## src/rtl/ctrl_pipe_id.sv

```systemverilog
// Decode-stage controller: RV32I(+M) decode into the ID/EX control latch,
// plus load-use, redirect-flush and multi-cycle MUL/DIV hazard generation.
module ctrl_pipe_id #(
    parameter bit          ENABLE_M = 1'b1,
    parameter int unsigned MUL_LAT  = 2,
    parameter int unsigned DIV_LAT  = 8
) (
    input  logic        clk,
    input  logic        rst,
    input  logic        id_valid,
    input  logic [31:0] id_inst,
    input  logic        ex_redirect,
    output logic        pc_stall,
    output logic        ifid_stall,
    output logic        ifid_flush,
    output logic        ex_valid,
    output logic        ex_regwrite,
    output logic        ex_memwrite,
    output logic        ex_memread,
    output logic        ex_alusrc,
    output logic [5:0]  ex_extop,
    output logic [4:0]  ex_aluop,
    output logic [2:0]  ex_npcop,
    output logic [1:0]  ex_wdsel,
    output logic [2:0]  ex_dmtype,
    output logic        ex_mdu,
    output logic [2:0]  ex_mduop,
    output logic [4:0]  ex_rd,
    output logic [4:0]  ex_rs1,
    output logic [4:0]  ex_rs2,
    output logic        ex_illegal,
    output logic        mdu_busy
);

    localparam int unsigned MAX_LAT = (MUL_LAT > DIV_LAT) ? MUL_LAT : DIV_LAT;
    localparam int unsigned CNT_W   = $clog2(MAX_LAT) + 1;

    localparam logic [6:0] OP_LUI    = 7'b0110111;
    localparam logic [6:0] OP_AUIPC  = 7'b0010111;
    localparam logic [6:0] OP_JAL    = 7'b1101111;
    localparam logic [6:0] OP_JALR   = 7'b1100111;
    localparam logic [6:0] OP_BRANCH = 7'b1100011;
    localparam logic [6:0] OP_LOAD   = 7'b0000011;
    localparam logic [6:0] OP_STORE  = 7'b0100011;
    localparam logic [6:0] OP_IMM    = 7'b0010011;
    localparam logic [6:0] OP_REG    = 7'b0110011;

    localparam logic [4:0] ALU_NOP  = 5'd0,  ALU_LUI  = 5'd1,  ALU_AUIPC = 5'd2;
    localparam logic [4:0] ALU_ADD  = 5'd3,  ALU_SUB  = 5'd4,  ALU_BNE   = 5'd5;
    localparam logic [4:0] ALU_BLT  = 5'd6,  ALU_BGE  = 5'd7,  ALU_BLTU  = 5'd8;
    localparam logic [4:0] ALU_BGEU = 5'd9,  ALU_SLT  = 5'd10, ALU_SLTU  = 5'd11;
    localparam logic [4:0] ALU_XOR  = 5'd12, ALU_OR   = 5'd13, ALU_AND   = 5'd14;
    localparam logic [4:0] ALU_SLL  = 5'd15, ALU_SRL  = 5'd16, ALU_SRA   = 5'd17;

    localparam logic [5:0] EXT_SHAMT = 6'b100000, EXT_I = 6'b010000, EXT_S = 6'b001000;
    localparam logic [5:0] EXT_B     = 6'b000100, EXT_U = 6'b000010, EXT_J = 6'b000001;

    typedef enum logic {S_RUN, S_MDU_BUSY} state_t;

    state_t           r_state;
    logic [CNT_W-1:0] r_cnt;

    logic [6:0] w_opcode;
    logic [2:0] w_f3;
    logic [6:0] w_f7;
    logic       w_legal, w_regwrite, w_memwrite, w_memread, w_alusrc, w_mdu;
    logic       w_uses_rs1, w_uses_rs2, w_has_rd;
    logic [5:0] w_extop;
    logic [4:0] w_aluop;
    logic [2:0] w_npcop, w_dmtype;
    logic [1:0] w_wdsel;
    logic [4:0] w_rd;

    assign w_opcode = id_inst[6:0];
    assign w_f3     = id_inst[14:12];
    assign w_f7     = id_inst[31:25];

    // Instruction decode; fields may be set for invalid funct encodings and are gated by w_legal.
    always_comb begin
        w_legal    = 1'b0;
        w_regwrite = 1'b0;
        w_memwrite = 1'b0;
        w_memread  = 1'b0;
        w_alusrc   = 1'b0;
        w_mdu      = 1'b0;
        w_uses_rs1 = 1'b0;
        w_uses_rs2 = 1'b0;
        w_has_rd   = 1'b0;
        w_extop    = '0;
        w_aluop    = ALU_NOP;
        w_npcop    = 3'b000;
        w_wdsel    = 2'b00;
        w_dmtype   = 3'b000;
        case (w_opcode)
            OP_LUI, OP_AUIPC: begin
                w_legal    = 1'b1;
                w_regwrite = 1'b1;
                w_alusrc   = 1'b1;
                w_extop    = EXT_U;
                w_aluop    = (w_opcode == OP_LUI) ? ALU_LUI : ALU_AUIPC;
                w_has_rd   = 1'b1;
            end
            OP_JAL: begin
                w_legal    = 1'b1;
                w_regwrite = 1'b1;
                w_extop    = EXT_J;
                w_aluop    = ALU_ADD;
                w_npcop    = 3'b010;
                w_wdsel    = 2'b10;
                w_has_rd   = 1'b1;
            end
            OP_JALR: begin
                w_legal    = (w_f3 == 3'b000);
                w_regwrite = 1'b1;
                w_alusrc   = 1'b1;
                w_extop    = EXT_I;
                w_aluop    = ALU_ADD;
                w_npcop    = 3'b100;
                w_wdsel    = 2'b10;
                w_has_rd   = 1'b1;
                w_uses_rs1 = 1'b1;
            end
            OP_BRANCH: begin
                w_legal    = 1'b1;
                w_extop    = EXT_B;
                w_npcop    = 3'b001;
                w_uses_rs1 = 1'b1;
                w_uses_rs2 = 1'b1;
                case (w_f3)
                    3'b000:  w_aluop = ALU_SUB;
                    3'b001:  w_aluop = ALU_BNE;
                    3'b100:  w_aluop = ALU_BLT;
                    3'b101:  w_aluop = ALU_BGE;
                    3'b110:  w_aluop = ALU_BLTU;
                    3'b111:  w_aluop = ALU_BGEU;
                    default: w_legal = 1'b0;
                endcase
            end
            OP_LOAD: begin
                w_legal    = 1'b1;
                w_regwrite = 1'b1;
                w_memread  = 1'b1;
                w_alusrc   = 1'b1;
                w_extop    = EXT_I;
                w_aluop    = ALU_ADD;
                w_wdsel    = 2'b01;
                w_has_rd   = 1'b1;
                w_uses_rs1 = 1'b1;
                case (w_f3)
                    3'b000:  w_dmtype = 3'b011;
                    3'b001:  w_dmtype = 3'b001;
                    3'b010:  w_dmtype = 3'b000;
                    3'b100:  w_dmtype = 3'b100;
                    3'b101:  w_dmtype = 3'b010;
                    default: w_legal  = 1'b0;
                endcase
            end
            OP_STORE: begin
                w_legal    = 1'b1;
                w_memwrite = 1'b1;
                w_alusrc   = 1'b1;
                w_extop    = EXT_S;
                w_aluop    = ALU_ADD;
                w_uses_rs1 = 1'b1;
                w_uses_rs2 = 1'b1;
                case (w_f3)
                    3'b000:  w_dmtype = 3'b011;
                    3'b001:  w_dmtype = 3'b001;
                    3'b010:  w_dmtype = 3'b000;
                    default: w_legal  = 1'b0;
                endcase
            end
            OP_IMM: begin
                w_legal    = 1'b1;
                w_regwrite = 1'b1;
                w_alusrc   = 1'b1;
                w_extop    = EXT_I;
                w_has_rd   = 1'b1;
                w_uses_rs1 = 1'b1;
                case (w_f3)
                    3'b000: w_aluop = ALU_ADD;
                    3'b010: w_aluop = ALU_SLT;
                    3'b011: w_aluop = ALU_SLTU;
                    3'b100: w_aluop = ALU_XOR;
                    3'b110: w_aluop = ALU_OR;
                    3'b111: w_aluop = ALU_AND;
                    3'b001: begin
                        w_extop = EXT_SHAMT;
                        w_aluop = ALU_SLL;
                        w_legal = (w_f7 == 7'b0000000);
                    end
                    default: begin
                        w_extop = EXT_SHAMT;
                        w_aluop = w_f7[5] ? ALU_SRA : ALU_SRL;
                        w_legal = (w_f7 == 7'b0000000) || (w_f7 == 7'b0100000);
                    end
                endcase
            end
            OP_REG: begin
                w_regwrite = 1'b1;
                w_has_rd   = 1'b1;
                w_uses_rs1 = 1'b1;
                w_uses_rs2 = 1'b1;
                if (w_f7 == 7'b0000001) begin
                    w_legal = ENABLE_M;
                    w_mdu   = 1'b1;
                end else begin
                    w_legal = 1'b1;
                    case ({w_f7, w_f3})
                        10'b0000000_000: w_aluop = ALU_ADD;
                        10'b0100000_000: w_aluop = ALU_SUB;
                        10'b0000000_001: w_aluop = ALU_SLL;
                        10'b0000000_010: w_aluop = ALU_SLT;
                        10'b0000000_011: w_aluop = ALU_SLTU;
                        10'b0000000_100: w_aluop = ALU_XOR;
                        10'b0000000_101: w_aluop = ALU_SRL;
                        10'b0100000_101: w_aluop = ALU_SRA;
                        10'b0000000_110: w_aluop = ALU_OR;
                        10'b0000000_111: w_aluop = ALU_AND;
                        default:         w_legal = 1'b0;
                    endcase
                end
            end
            default: ;
        endcase
    end

    assign w_rd = w_has_rd ? id_inst[11:7] : 5'd0;

    logic             w_ok, w_run, w_lu, w_load, w_mdu_multi;
    logic [CNT_W-1:0] w_mdu_cnt;

    assign w_ok  = id_valid & w_legal;
    assign w_run = (r_state == S_RUN);

    // Load in EX whose destination feeds the instruction now in ID.
    assign w_lu = ex_valid & ex_memread & (ex_rd != 5'd0) & w_ok &
                  ((w_uses_rs1 & (id_inst[19:15] == ex_rd)) |
                   (w_uses_rs2 & (id_inst[24:20] == ex_rd)));

    assign w_load      = w_run & ~ex_redirect & ~w_lu;
    assign w_mdu_multi = w_f3[2] ? (DIV_LAT > 1) : (MUL_LAT > 1);
    assign w_mdu_cnt   = w_f3[2] ? CNT_W'(DIV_LAT - 1) : CNT_W'(MUL_LAT - 1);

    assign pc_stall   = ~w_run | (~ex_redirect & w_lu);
    assign ifid_stall = pc_stall;
    assign ifid_flush = w_run & ex_redirect;
    assign mdu_busy   = ~w_run;

    // RUN/MDU_BUSY sequencing: cnt holds the remaining busy cycles.
    always_ff @(posedge clk) begin
        if (rst) begin
            r_state <= S_RUN;
            r_cnt   <= '0;
        end else begin
            case (r_state)
                S_RUN: begin
                    if (w_load && w_ok && w_mdu && w_mdu_multi) begin
                        r_state <= S_MDU_BUSY;
                        r_cnt   <= w_mdu_cnt;
                    end
                end
                S_MDU_BUSY: begin
                    r_cnt <= r_cnt - CNT_W'(1);
                    if (r_cnt == CNT_W'(1)) r_state <= S_RUN;
                end
            endcase
        end
    end

    // ID/EX control latch: bubble on reset/redirect/load-use, hold while MDU busy.
    always_ff @(posedge clk) begin
        if (rst || (w_run && !w_load)) begin
            ex_valid    <= 1'b0;
            ex_regwrite <= 1'b0;
            ex_memwrite <= 1'b0;
            ex_memread  <= 1'b0;
            ex_alusrc   <= 1'b0;
            ex_extop    <= '0;
            ex_aluop    <= '0;
            ex_npcop    <= '0;
            ex_wdsel    <= '0;
            ex_dmtype   <= '0;
            ex_mdu      <= 1'b0;
            ex_mduop    <= '0;
            ex_rd       <= '0;
            ex_rs1      <= '0;
            ex_rs2      <= '0;
            ex_illegal  <= 1'b0;
        end else if (w_load) begin
            ex_valid    <= id_valid;
            ex_regwrite <= w_ok & w_regwrite;
            ex_memwrite <= w_ok & w_memwrite;
            ex_memread  <= w_ok & w_memread;
            ex_mdu      <= w_ok & w_mdu;
            ex_alusrc   <= w_legal & w_alusrc;
            ex_extop    <= w_legal ? w_extop  : '0;
            ex_aluop    <= w_legal ? w_aluop  : '0;
            ex_npcop    <= w_legal ? w_npcop  : '0;
            ex_wdsel    <= w_legal ? w_wdsel  : '0;
            ex_dmtype   <= w_legal ? w_dmtype : '0;
            ex_mduop    <= (w_legal && w_mdu) ? w_f3 : '0;
            ex_rd       <= w_legal ? w_rd : '0;
            ex_rs1      <= w_legal ? id_inst[19:15] : '0;
            ex_rs2      <= w_legal ? id_inst[24:20] : '0;
            ex_illegal  <= id_valid & ~w_legal;
        end
    end

endmodule

```

## config.mk

```make
export PLATFORM = sky130hd
export DESIGN_NAME = ctrl_pipe_id
export DESIGN_NICKNAME = d
export VERILOG_FILES = /design/src/rtl/ctrl_pipe_id.sv
export SDC_FILE = /design/constraint.sdc
export NUM_CORES = 1
export LEC_CHECK = 0
export ABC_AREA = 1
export CELL_PAD_IN_SITES_DETAIL_PLACEMENT = 1
export CELL_PAD_IN_SITES_GLOBAL_PLACEMENT = 2
export CORE_MARGIN = 4
export CORE_UTILIZATION = 22
export CTS_CLUSTER_SIZE = 10
export DETAILED_ROUTE_END_ITERATION = 6
export PLACE_DENSITY_LB_ADDON = 0.05
export SLEW_MARGIN = 20
export SYNTH_ARGS = -nofsm -noshare
export SYNTH_HDL_FRONTEND = slang
export SYNTH_SLANG_ARGS = --single-unit
export TNS_END_PERCENT = 20
```

## constraint.sdc

```tcl
create_clock -name clk -period 1.8 [get_ports clk]
set_input_delay 0.18 -clock clk [delete_from_list [all_inputs] [get_ports clk]]
set_output_delay 0.18 -clock clk [all_outputs]
set_load 0.02 [all_outputs]
```

-- Yosys cells after proc, flatten, opt, wreduce, memory -nomap -nowiden
Cells that the tools add are included.
- register bits after elaboration: 49
- input bits: 36
- output and inout bits: 48
- logic and storage cells: 143
- add/subtract/negate cells: 1
- equality and inequality tests: 31
- muxes and demuxes: 45
- bitwise gates (word level): 23
- reductions and logical operators: 25
- operator list (cell ; number):
    5-bit case mux with 10 select lines ; 1
    10-bit by 3-bit equality test with 1-bit output (second input constant) ; 4
    6-bit case mux with 6 select lines ; 1
    5-bit case mux with 7 select lines ; 1
    5-bit 2-to-1 mux ; 6
    7-bit by 6-bit equality test with 1-bit output (second input constant) ; 4
    5-bit case mux with 5 select lines ; 1
    4-bit case mux with 6 select lines ; 1
    6-bit OR reduction ; 4
    7-bit equality test (second input constant) ; 3
    10-bit by 2-bit equality test with 1-bit output (second input constant) ; 2
    10-bit by 9-bit equality test with 1-bit output (second input constant) ; 2
    1-bit bitwise AND ; 17
    1-bit 2-to-1 mux ; 16
    7-bit by 5-bit equality test with 1-bit output (second input constant) ; 2
    3-bit equality test (second input constant) ; 4
    3-bit 2-to-1 mux ; 4
    6-bit 2-to-1 mux ; 2
    3-bit case mux with 4 select lines ; 1
    10-bit by 1-bit equality test with 1-bit output (second input constant) ; 1
    5-bit equality test ; 2
    10-bit zero test ; 1
    10-bit OR reduction ; 1
    3-bit case mux with 3 select lines ; 1
    other kinds (27) ; 43

-- Logic depth before layout (Yosys ltp)
Gate-level depths: netlist of the first run.
- depth after elaboration: 14
- gate-level depth with buffers: 18

-- Least setup slack after synthesis of the first run
Ideal clock, no wire load.
- path kind: register to output
- start point: register ex_rd[0]
- end point: output port pc_stall
- data arrival time: 1.977 ns
- setup slack: -0.357 ns
- stages on the path, launching flop included: 8
- cells stage by stage: dfxtp_1 or2_2 a21oi_1 nand4_1 nand2_1 nand4_2 o21ai_0 buf_4
- longest elaborated chain between the ends: 6
- elaborated cells on any way between the ends: 11
- those cells by class: 2 x eq/ne; 8 x bitwise; 1 x reduce/logical
- RTL lines (item ; RTL line ; text):
    start, declared ; 28 ; output logic [4:0] ex_rd,
    start signal, assigned ; 303 ; ex_rd <= w_legal ? w_rd : '0;
    5-bit equality test (tied with other cells) ; 238 ; ((w_uses_rs1 & (id_inst[19:15] == ex_rd)) |
    1-bit bitwise AND, on equally long branches ; 238, 237, 239 ;
    1-bit OR / 1-bit bitwise AND (equally long branches) ; 238, 237 ;
    1-bit bitwise AND * ; 237 ; assign w_lu = ex_valid & ex_memread & (ex_rd != 5'd0) & w_ok &
    1-bit bitwise AND * ; 245 ; assign pc_stall = ~w_run | (~ex_redirect & w_lu);
    1-bit OR * ; 245 ;
    end, declared ; 13 ; output logic pc_stall,
Mark *: on every way between the ends. The rest lies on a longest branch, timed or not.

-- Worst setup path after layout of the first run
- start point: register ex_rd[0]
- end point: register ex_aluop[0]
- longest elaborated chain between the ends: 9
- elaborated cells on any way between the ends: 14
- those cells by class: 2 x eq/ne; 8 x bitwise; 4 x reduce/logical
- RTL lines (item ; RTL line ; text):
    5-bit equality test (tied with other cells) ; 238 ;
    1-bit bitwise AND, on equally long branches ; 238, 237, 239 ;
    1-bit OR / 1-bit bitwise AND (equally long branches) ; 238, 237 ;
    1-bit bitwise AND * ; 237 ;
    1-bit inverter * ; 241 ; assign w_load = w_run & ~ex_redirect & ~w_lu;
    1-bit bitwise AND * ; 241 ;
    1-bit zero test ; 273 ; if (rst || (w_run && !w_load)) begin
    1-bit logical AND ; 273 ;
    1-bit logical OR ; 273 ;
    end signal, assigned ; 298 ; ex_aluop <= w_legal ? w_aluop : '0;
    end, declared ; 22 ; output logic [4:0] ex_aluop,
Marked as above.
A chain may end at the register's enable or synchronous reset.

==> flow_summary.toml, run 1 <==
[clock_network]
path_clk_slew_ns = 0.07
cts_buffers = 5
cts_tree = "done"
htreeDepth = 2
cts_hold_buf = 0
clk-insertion-delay-late_ns = 0.30
cts.path.max_buffers = 2
cts_sinks = 49
cts_root_buf = "clkbuf_16"

[worst_setup_path]
r2r-start = "ex_rd[0]$_SDFFE_PP0P_"
cp_max_fo = 15
path_common_cell = "buf_12"
slowest_stage = "dfxtp_4"
worstPathArrival_ns = 2.15
critPathTopFamily = "simple AND/OR/NAND/NOR gates"
ff2ff_path_depth = 12
r2r_setup_slack_ns = -0.15
worstReg2RegEnd = "ex_aluop[0]$_SDFFE_PP0P_"
crit_type = "register to register"
worstSetupStartpointType = "register"
cp-end-kind = "register"
critPathRequiredTime_ns = 2.00
crit_buf_inv = 4
cp_slowest_stage_delay_ns = 0.36
worstPathCellList = "or2_4 -> a21oi_4 -> nand4_1 -> nand2_2 -> nand4_4 -> nand2_4 -> buf_12 -> a21oi_4 -> buf_12 -> buf_12 -> nand2_1 -> inv_2"

[global_route]
grt_pass1_vias = 3583
antenna_found_initial = 0
gr-total-overflow = 0
grt_max_degree = 20
grt_usage_pct = 15.82
grt_pass1_wl_mm = 18.72

[timing]
rsz0062_at_grt = "yes"
drv_slew = 0
min_period_ns = 1.953
report.final.hold_viol_count = 0
finalSetupViolCount = 46
post-route-period-util_pct = 108.5
slew_headroom_pct = 73.59
holdWs_ns = 0.2570
clock.fmax_ghz = 0.5120
tightest_slew_ns = 0.3912
setup_slack_ns = -0.1533
skew_ns = 0.007187

[die]
initial_core_util_pct = 22.32
die-area_sq_um = 15300
die_width_um = 123.7
io_pins = 84
num_rows = 42
core_area_sq_um = 13190
die_y_um = 123.7

[hold_path]
hold_end = "ex_rs2[0]$_SDFFE_PP0P_"
hold_path_depth = 5
hold_path.class = "input port to register"
worstHoldStart = "id_inst[20]"

[placed_design]
portBuffers = 83
placed_area_sq_um = 4512
dp_slack_ns = -0.9455
dp_hpwl_mm = 8.903
place_congestion = 0.8513
dp_cells = 793

[synthesis]
yosys_warnings = 0
synth-seq-cells = 49
syn_nets = 504
yosysUniqueCellTypes = 37
synth_top_area_share_pct = 33.32
synthTopCellsByArea = "dfxtp_1, nand2_1, inv_1"
yosysTopAreaCell = "dfxtp_1"
synthCells = 466
yosysSeqAreaShare_pct = 33.32
syn_area_sq_um = 2944
syn_area_per_cell_sq_um = 6.318

[layout]
finish.instance_area_sq_um = 5206
seq_area_sq_um = 989.7
syn2layout_area_growth_pct = 76.84
drive_above_1_share_pct = 36.65
nets = 681
stdcell_count = 820
n_antenna_cell = 0
fillers = 1661
multi_input_area_sq_um = 1826

[power_and_ir_drop]
max-vdd-ir-drop_v = 0.0003074
p_int_mw = 1.825
switching_share_pct = 26.88
clkPwrFrac_pct = 38.0
power_density_nw_per_um2 = 479.3
leakagePower_nw = 2.563
p_sw_mw = 0.6707
combPwrFrac_pct = 18.4
seq_power_share_pct = 43.7

[route]
wire_per_inst_um = 14.31
viasPerCell = 4.274
drtAntennaViolNets = 0
dr.pass1.iters = 4
vias = 3505
drc = 0
drt_iter0_drc = 114
finalWirelength_mm = 11.73

[outcome]
status = "complete, but fails checks"
violations = "setup timing"

[flow_run]
drv_cap = 0
[routing by layer]
metal | track usage (%) | wire length (um) | part of all wire, %
met4 | 3.737 | 150 | 1.3
met3 | 3.270 | 482 | 4.1
met5 | 0 | 0 | 0
met2 | 25.65 | 5585 | 48
met1 | 21.52 | 5514 | 47
[power by group through the flow]
| stage | Combinational (mW) | Clock [mW] | Sequential, mW |
|---|---|---|---|
| floorplan | 0.154 | 0 | 1.12 |
| global placement | 0.381 | 0 | 1.12 |
| detailed placement | 0.381 | 0 | 1.12 |
| CTS | 0.446 | 1.01 | 1.09 |
| global route | 0.498 | 1.05 | 1.09 |
| finish | 0.458 | 0.948 | 1.09 |
[cells in the final DEF, fill, tap and decap left out, drive strengths merged, types with 3 or more instances in the layout]
master | synthesis | layout
nand2 | 170 | 170
buf | 16 | 108
inv | 74 | 74
clkdlybuf4s50 | 0 | 59
dfxtp | 49 | 49
nor2 | 49 | 49
o21ai | 27 | 27
nand3 | 26 | 26
a21oi | 13 | 13
dlygate4sd2 | 0 | 12
nand4 | 7 | 7
nor3 | 7 | 7
clkbuf | 0 | 6
clkdlybuf4s15 | 0 | 6
xor2 | 5 | 5
xnor2 | 4 | 4
o211ai | 3 | 3
[worst register-to-register path: cells and delay by family, from the launching register on]
kind | cells | cell delay (ns)
AND/OR/NAND/NOR | 6 | 0.84
buffers and inverters | 4 | 0.45
flip-flops | 1 | 0.36
AO/OA/AOI/OAI | 2 | 0.21
[flip-flops by register name, indices dropped and copies added, names as in the netlist, 2 cells and up]
signal     flops
ex_npcop       3
ex_dmtype      3
ex_extop       6
r_cnt          4
ex_mduop       3
ex_rs2         5
ex_aluop       5
ex_rs1         5
ex_wdsel       2
ex_rd          5
[layout make-up]
| cell class | count | area share [%] |
|---|---|---|
| repair buffers | 186 | 33.31 |
| multi-input cells | 326 | 35.06 |
| clock buffers | 6 | 2.475 |
| flip-flops and latches | 49 | 19.01 |
| clock inverters | 2 | 0.2884 |
| well taps | 176 | 4.230 |
| inverters | 75 | 5.624 |
[worst max path at each step]
stage                          endpoint  depth (start not counted)             startpoint  slack (ns)
6_report       ex_aluop[0]$_SDFFE_PP0P_                         12  ex_rd[0]$_SDFFE_PP0P_       -0.15
3_5_place_dp                   pc_stall                         12             id_inst[0]       -0.95
4_1_cts          ex_rs1[4]$_SDFFE_PP0P_                         15  ex_rd[3]$_SDFFE_PP0P_       -0.18
5_1_grt        ex_aluop[2]$_SDFFE_PP0P_                         12  ex_rd[0]$_SDFFE_PP0P_       -0.30
3_3_place_gp                   pc_stall                         12             id_inst[1]       -0.91
2_1_floorplan                  pc_stall                          7  ex_rd[0]$_SDFFE_PP0P_       -0.02
[cells in the mapped netlist (all sizes together)]
master / n
a211oi: 1
ha: 2
inv: 74
nor2: 49
a31oi: 2
a22oi: 2
a221oi: 1
nand4: 7
a21oi: 13
dfxtp: 49
nand2: 170
clkinv: 1
o2111ai: 2
a32oi: 1
xor2: 5
o311ai: 1
or2: 1
nand3: 26
nor3: 7
o21ai: 27
xnor2: 4
o22ai: 2
o211ai: 3
buf: 16
[cell families after synthesis]
family | synth area share, %
buf+inv | 14.07
simple gates | 38.04
xor+xnor | 2.677
fa+ha+maj | 0.8498
flops | 33.32
compound gates | 11.05
[through the flow]
stage | setup TNS (ns) | util (%) | total power [mW]
3_3_place_gp | -35.35 | 34.21 | 1.497
5_1_grt | -11.61 | 39.47 | 2.638
3_5_place_dp | -36.12 | 34.21 | 1.496
6_report | -5.460 | 39.47 | 2.495
2_1_floorplan | -0.2145 | - | 1.275
4_1_cts | -4.394 | 38.54 | 2.550
[repair_timing]
| action | CTS | global route |
|---|---|---|
| pin swaps | 32 | 20 |
| endpoints found under the setup margin | 51 | 52 |
| resized for setup | 120 | 37 |
| gates cloned | 2 | 1 |
| setup buffers | 13 | 6 |
No activity file was read; power rests on OpenSTA's default activity.
==> inputs of run 2 (changes only) <==
==> constraint.sdc (replaced) <==
create_clock -name clk -period 1.8 [get_ports clk]
set_input_delay 0.36 -clock clk [delete_from_list [all_inputs] [get_ports clk]]
set_output_delay 0.36 -clock clk [all_outputs]
set_load 0.02 [all_outputs]
==> run 2 against run 1 <==
- the flow still finishes with violations (setup timing)
- power is 6.7% higher
- sequential cell count stayed put
- setup slack worse by 0.20 ns
- utilization is 5.0 points higher
- global-route usage is 1.0 points higher
- clock skew is 0.0024 ns higher
- critical path type is now input port to output port
==> flow_summary.toml, run 2 (synthesized netlist as in run 1, its figures left out) <==
[clock_network]
cts_sinks = 49
htreeDepth = 2
cts_tree = "done"
cts_hold_buf = 0
cts.path.max_buffers = 2
cts_buffers = 5
cts_root_buf = "clkbuf_16"
path_clk_slew_ns = 0.07
clk-insertion-delay-late_ns = 0.31

[worst_setup_path]
crit_end = "ifid_stall"
r2r_setup_slack_ns = -0.25
worstReg2RegEnd = "ex_alusrc$_SDFFE_PP0P_"
worstSetupStartpointType = "input port"
cp_slowest_stage_delay_ns = 0.20
crit_type = "input port to output port"
slowest_stage = "o21ai_4"
worstPathArrival_ns = 1.79
r2r-start = "ex_rd[0]$_SDFFE_PP0P_"
cp-end-kind = "output port"
cp-startpoint = "id_inst[2]"
ff2ff_path_depth = 14
cp_max_fo = 4
critPathRequiredTime_ns = 1.44
worstPathCellList = "buf_8 -> inv_6 -> nand2_4 -> nor2_4 -> buf_6 -> nand2_4 -> nor2_4 -> nor2_2 -> nand2_2 -> nor2_4 -> nand2_4 -> nand4_4 -> o21ai_4 -> buf_6"

[outcome]
violations = "setup timing"
status = "complete, but fails checks"

[global_route]
gr-total-overflow = 0
grt_max_degree = 20
grt_pass1_wl_mm = 19.71
antenna_found_initial = 0
grt_pass1_vias = 3779
grt_usage_pct = 16.82

[route]
viasPerCell = 4.249
drc = 0
dr.pass1.iters = 4
vias = 3616
wire_per_inst_um = 15.14
finalWirelength_mm = 12.88
drtAntennaViolNets = 0
drt_iter0_drc = 130

[placed_design]
portBuffers = 83
dp_cells = 801
dp_hpwl_mm = 9.119
dp_slack_ns = -1.343
place_congestion = 0.8860

[die]
core_area_sq_um = 13190
die-area_sq_um = 15300
die_width_um = 123.7
initial_core_util_pct = 22.32
io_pins = 84
die_y_um = 123.7
num_rows = 42

[layout]
final_cell_mix = "nand2_1, buf_4, clkdlybuf4s50_1, dfxtp_1, nand2_2"
fillers = 1663
drive_above_1_share_pct = 49.19
multi_input_area_sq_um = 2132
syn2layout_area_growth_pct = 99.02
final_common_cell = "nand2_1"
largest_reg_flops = 6
fin_util_pct = 44.42
seq_area_sq_um = 992.2
top_register = "ex_extop"
stdcell_count = 851
nets = 712
n_antenna_cell = 0

[timing]
report.final.hold_viol_count = 0
clock.fmax_ghz = 0.4651
slew_headroom_pct = 72.65
setup_slack_ns = -0.3499
skew_ns = 0.009577
rsz0062_at_grt = "yes"
min_period_ns = 2.150
post-route-period-util_pct = 119.4
finalSetupViolCount = 50
drv_slew = 0
holdWs_ns = 0.4800
tightest_slew_ns = 0.4087

[flow_run]
drv_cap = 0

[power_and_ir_drop]
max-vdd-ir-drop_v = 0.0003284
leakagePower_nw = 2.938
power_density_nw_per_um2 = 454.2

[hold_path]
hold_path.class = "register to register"
-- run 2: cell count changes in the layout (fill, tap and decap cells not counted), moves of 9 or more --
cell,delta
nand2_1,-21
buf_6,+18
buf_4,+16
nand3_1,-13
nand2_4,+12
o21ai_0,-10
clkdlybuf4s50_1,-9
nand3_2,+9
o21ai_1,+9
-- run 2: where the power goes --
group          internal (mW)  total (mW)  switching [mW]
sequential              1.08        1.09         0.00254
clock                  0.522        1.01           0.489
combinational          0.280       0.564           0.285
total                   1.89        2.66           0.776
-- run 2: worst max-delay path, delay by kind of cell --
| family | cells | cell delay, ns |
|---|---|---|
| AOI/OAI and AO/OA | 1 | 0.20 |
| buffers and inverters | 4 | 0.44 |
| and+or+nand+nor | 9 | 0.78 |
-- run 2: repair_timing --
| item | in CTS | in global routing |
|---|---|---|
| cloned | 4 | 2 |
| buffers inserted | 31 | 11 |
| endpoints found under the setup margin | 56 | 53 |
| resized for setup | 204 | 115 |
| pin swaps | 51 | 48 |
-- run 2: routing by layer --
layer	wire length [um]	vias up	track usage [%]
met2	6303	52	28.19
li1	-	1864	-
met3	443	5	3.497
met4	95	0	3.806
met5	0	-	0
met1	6037	1695	22.19
-- run 2: worst min-delay path by stage --
stage	slack, ns	to	cells after the start	from
2_1_floorplan	0.43	mdu_busy$_SDFF_PP0_	1	rst
3_3_place_gp	0.46	ex_regwrite$_SDFFE_PP0P_	2	ex_regwrite$_SDFFE_PP0P_
3_5_place_dp	0.46	ex_memwrite$_SDFFE_PP0P_	2	ex_memwrite$_SDFFE_PP0P_
4_1_cts	0.47	ex_memwrite$_SDFFE_PP0P_	6	id_inst[3]
5_1_grt	0.51	r_cnt[1]$_SDFFE_PP0P_	2	r_cnt[1]$_SDFFE_PP0P_
6_report	0.48	r_cnt[1]$_SDFFE_PP0P_	2	r_cnt[1]$_SDFFE_PP0P_
-- run 2: layout make-up --
type	count	share of cell area, %
clock buffer	6	2.199
multi-input combinational	326	36.39
tap	176	3.758
clock inverter	2	0.2349
timing repair buffer	217	35.08
sequential	49	16.93
inverter	75	5.403
-- run 2: per-stage QoR --
step / total power, mW / cell area, sq um / setup TNS, ns
after floorplan: 1.290 / 3055 / -3.319
after global placement: 1.514 / 4656 / -50.43
after detailed placement: 1.516 / 4656 / -53.39
after CTS: 2.647 / 5438 / -10.36
after global routing: 2.800 / 5859 / -15.28
final: 2.661 / 5859 / -9.528
==> inputs of run 3 (changes only) <==
- CORE_UTILIZATION: 22 -> 25
- REMOVE_ABC_BUFFERS: default -> 1
- clock period: 1.8 -> 2.08 ns (I/O delays scaled with it)
==> run 3 against run 2 <==
- the run still ends with setup timing left
- clock-buffer cell count stayed put
- setup slack better by 0.20 ns
- global-route usage grew 1.1 points
==> flow_summary.toml, run 3 (synthesized netlist as in run 1, its figures left out) <==
[outcome]
status = "complete, but fails checks"
violations = "setup timing"

[power_and_ir_drop]
p_total_mw = 2.150
power_density_nw_per_um2 = 420.2
leakagePower_nw = 2.572
max-vdd-ir-drop_v = 0.0004549

[clock_network]
cts.path.max_buffers = 2
htreeDepth = 2
cts_tree = "done"
path_clk_slew_ns = 0.07
cts_root_buf = "clkbuf_16"
clk-insertion-delay-late_ns = 0.30
cts_sinks = 49
cts_hold_buf = 0
cts_buffers = 5

[global_route]
grt_pass1_vias = 3675
grt_usage_pct = 17.89
grt_max_degree = 32
antenna_found_initial = 0
gr-total-overflow = 0
grt_pass1_wl_mm = 18.98

[layout]
fin_util_pct = 44.60
nets = 690
syn2layout_area_growth_pct = 73.74
largest_reg_flops = 6
top_register = "ex_extop"
final_cell_mix = "nand2_1, buf_4, clkdlybuf4s50_1, dfxtp_1, inv_1"
drive_above_1_share_pct = 34.61
final_common_cell = "nand2_1"

[placed_design]
portBuffers = 83
dp_slack_ns = -1.161
dp_hpwl_mm = 8.678
place_congestion = 0.8731

[timing]
finalSetupViolCount = 39
min_period_ns = 2.225
drv_slew = 0
report.final.hold_viol_count = 0
clock.fmax_ghz = 0.4494
slew_headroom_pct = 70.28
skew_ns = 0.006822
rsz0062_at_grt = "yes"
tightest_slew_ns = 0.4402
setup_slack_ns = -0.1453
post-route-period-util_pct = 107.0

[die]
initial_core_util_pct = 25.67
die_y_um = 116.5
num_rows = 39
core_area_sq_um = 11470
die_width_um = 116.5
io_pins = 84
die-area_sq_um = 13580

[worst_setup_path]
cp_max_fo = 4
critPathRequiredTime_ns = 2.33
cp-end-kind = "register"
worstPathArrival_ns = 2.48
crit_type = "input port to register"
worstSetupStartpointType = "input port"

[route]
dr.pass1.iters = 4
viasPerCell = 4.481
vias = 3571
wire_per_inst_um = 15.13
drc = 0
drt_iter0_drc = 118
finalWirelength_mm = 12.06
drtAntennaViolNets = 0

[flow_run]
drv_cap = 0

[hold_path]
hold_path.class = "register to register"
[run 3: power breakdown]
part	switching, mW	leakage, nW	internal (mW)
logic	0.209	2.11	0.181
registers	0.00267	0.395	0.942
clock network	0.372	0.0706	0.443
total	0.584	2.57	1.57
[run 3: stage by stage]
step                      std cells  area, sq um  hold slack (ns)  setup TNS (ns)
after floorplan                 450         2814           0.4580          -14.34
after global placement          758         4464           0.4516          -38.83
after detailed placement        758         4464           0.4671          -39.34
after CTS                       791         4962           0.4769          -2.633
after global routing            796         5112           0.5057          -8.823
final                           797         5115           0.4749          -2.165
[run 3: what timing repair did]
| action | in CTS | in global routing |
|---|---|---|
| endpoints found under the setup margin | 52 | 49 |
| gates resized for setup | 151 | 27 |
| gates cloned | 1 | 2 |
| pin swaps | 43 | 16 |
| buffers inserted | 24 | 3 |
| hold endpoints to repair | 0 | 0 |
[run 3: worst paths after layout]
check | start | to | slack, ns | depth (start not counted)
setup reg to reg | ex_rd[3]$_SDFFE_PP0P_ | ex_extop[0]$_SDFFE_PP0P_ | 0.04 | 13
setup / recovery | id_inst[3] | ex_wdsel[0]$_SDFFE_PP0P_ | -0.15 | 18
hold / removal | ex_memwrite$_SDFFE_PP0P_ | ex_memwrite$_SDFFE_PP0P_ | 0.47 | 2
hold reg to reg | ex_memwrite$_SDFFE_PP0P_ | ex_memwrite$_SDFFE_PP0P_ | 0.47 | 2
[run 3: layer usage]
metal / vias up / track usage (%) / share of wire, % / wire [um]
met5: - / 0 / 0 / 0
met4: 0 / 4.718 / 0.95 / 114
met3: 9 / 4.249 / 4.6 / 553
met2: 69 / 29.25 / 48 / 5776
met1: 1679 / 23.65 / 47 / 5613
li1: 1814 / - / - / -
[run 3: critical path, stage by stage]
cell and delay (ns):
buf_8 0.10, inv_4 0.05, nand2_4 0.05, nor2_4 0.20, nand3_1 0.16, buf_4 0.16
buf_4 0.12, buf_4 0.12, buf_4 0.12, buf_4 0.12, buf_4 0.12, buf_4 0.12
buf_4 0.12, buf_4 0.12, buf_4 0.12, o21ai_1 0.12, nand2_1 0.08, inv_2 0.04
[run 3: area by class of cell]
cell class | instances | area [sq um]
diodes | 1 | 2.502
clock buffers | 6 | 128.9
clock inverters | 2 | 10.01
fillers | 1482 | 6352
inverters | 75 | 305.3
multi-input cells | 326 | 1764
flip-flops and latches | 49 | 980.9
well taps | 143 | 178.9
repair buffers | 195 | 1744
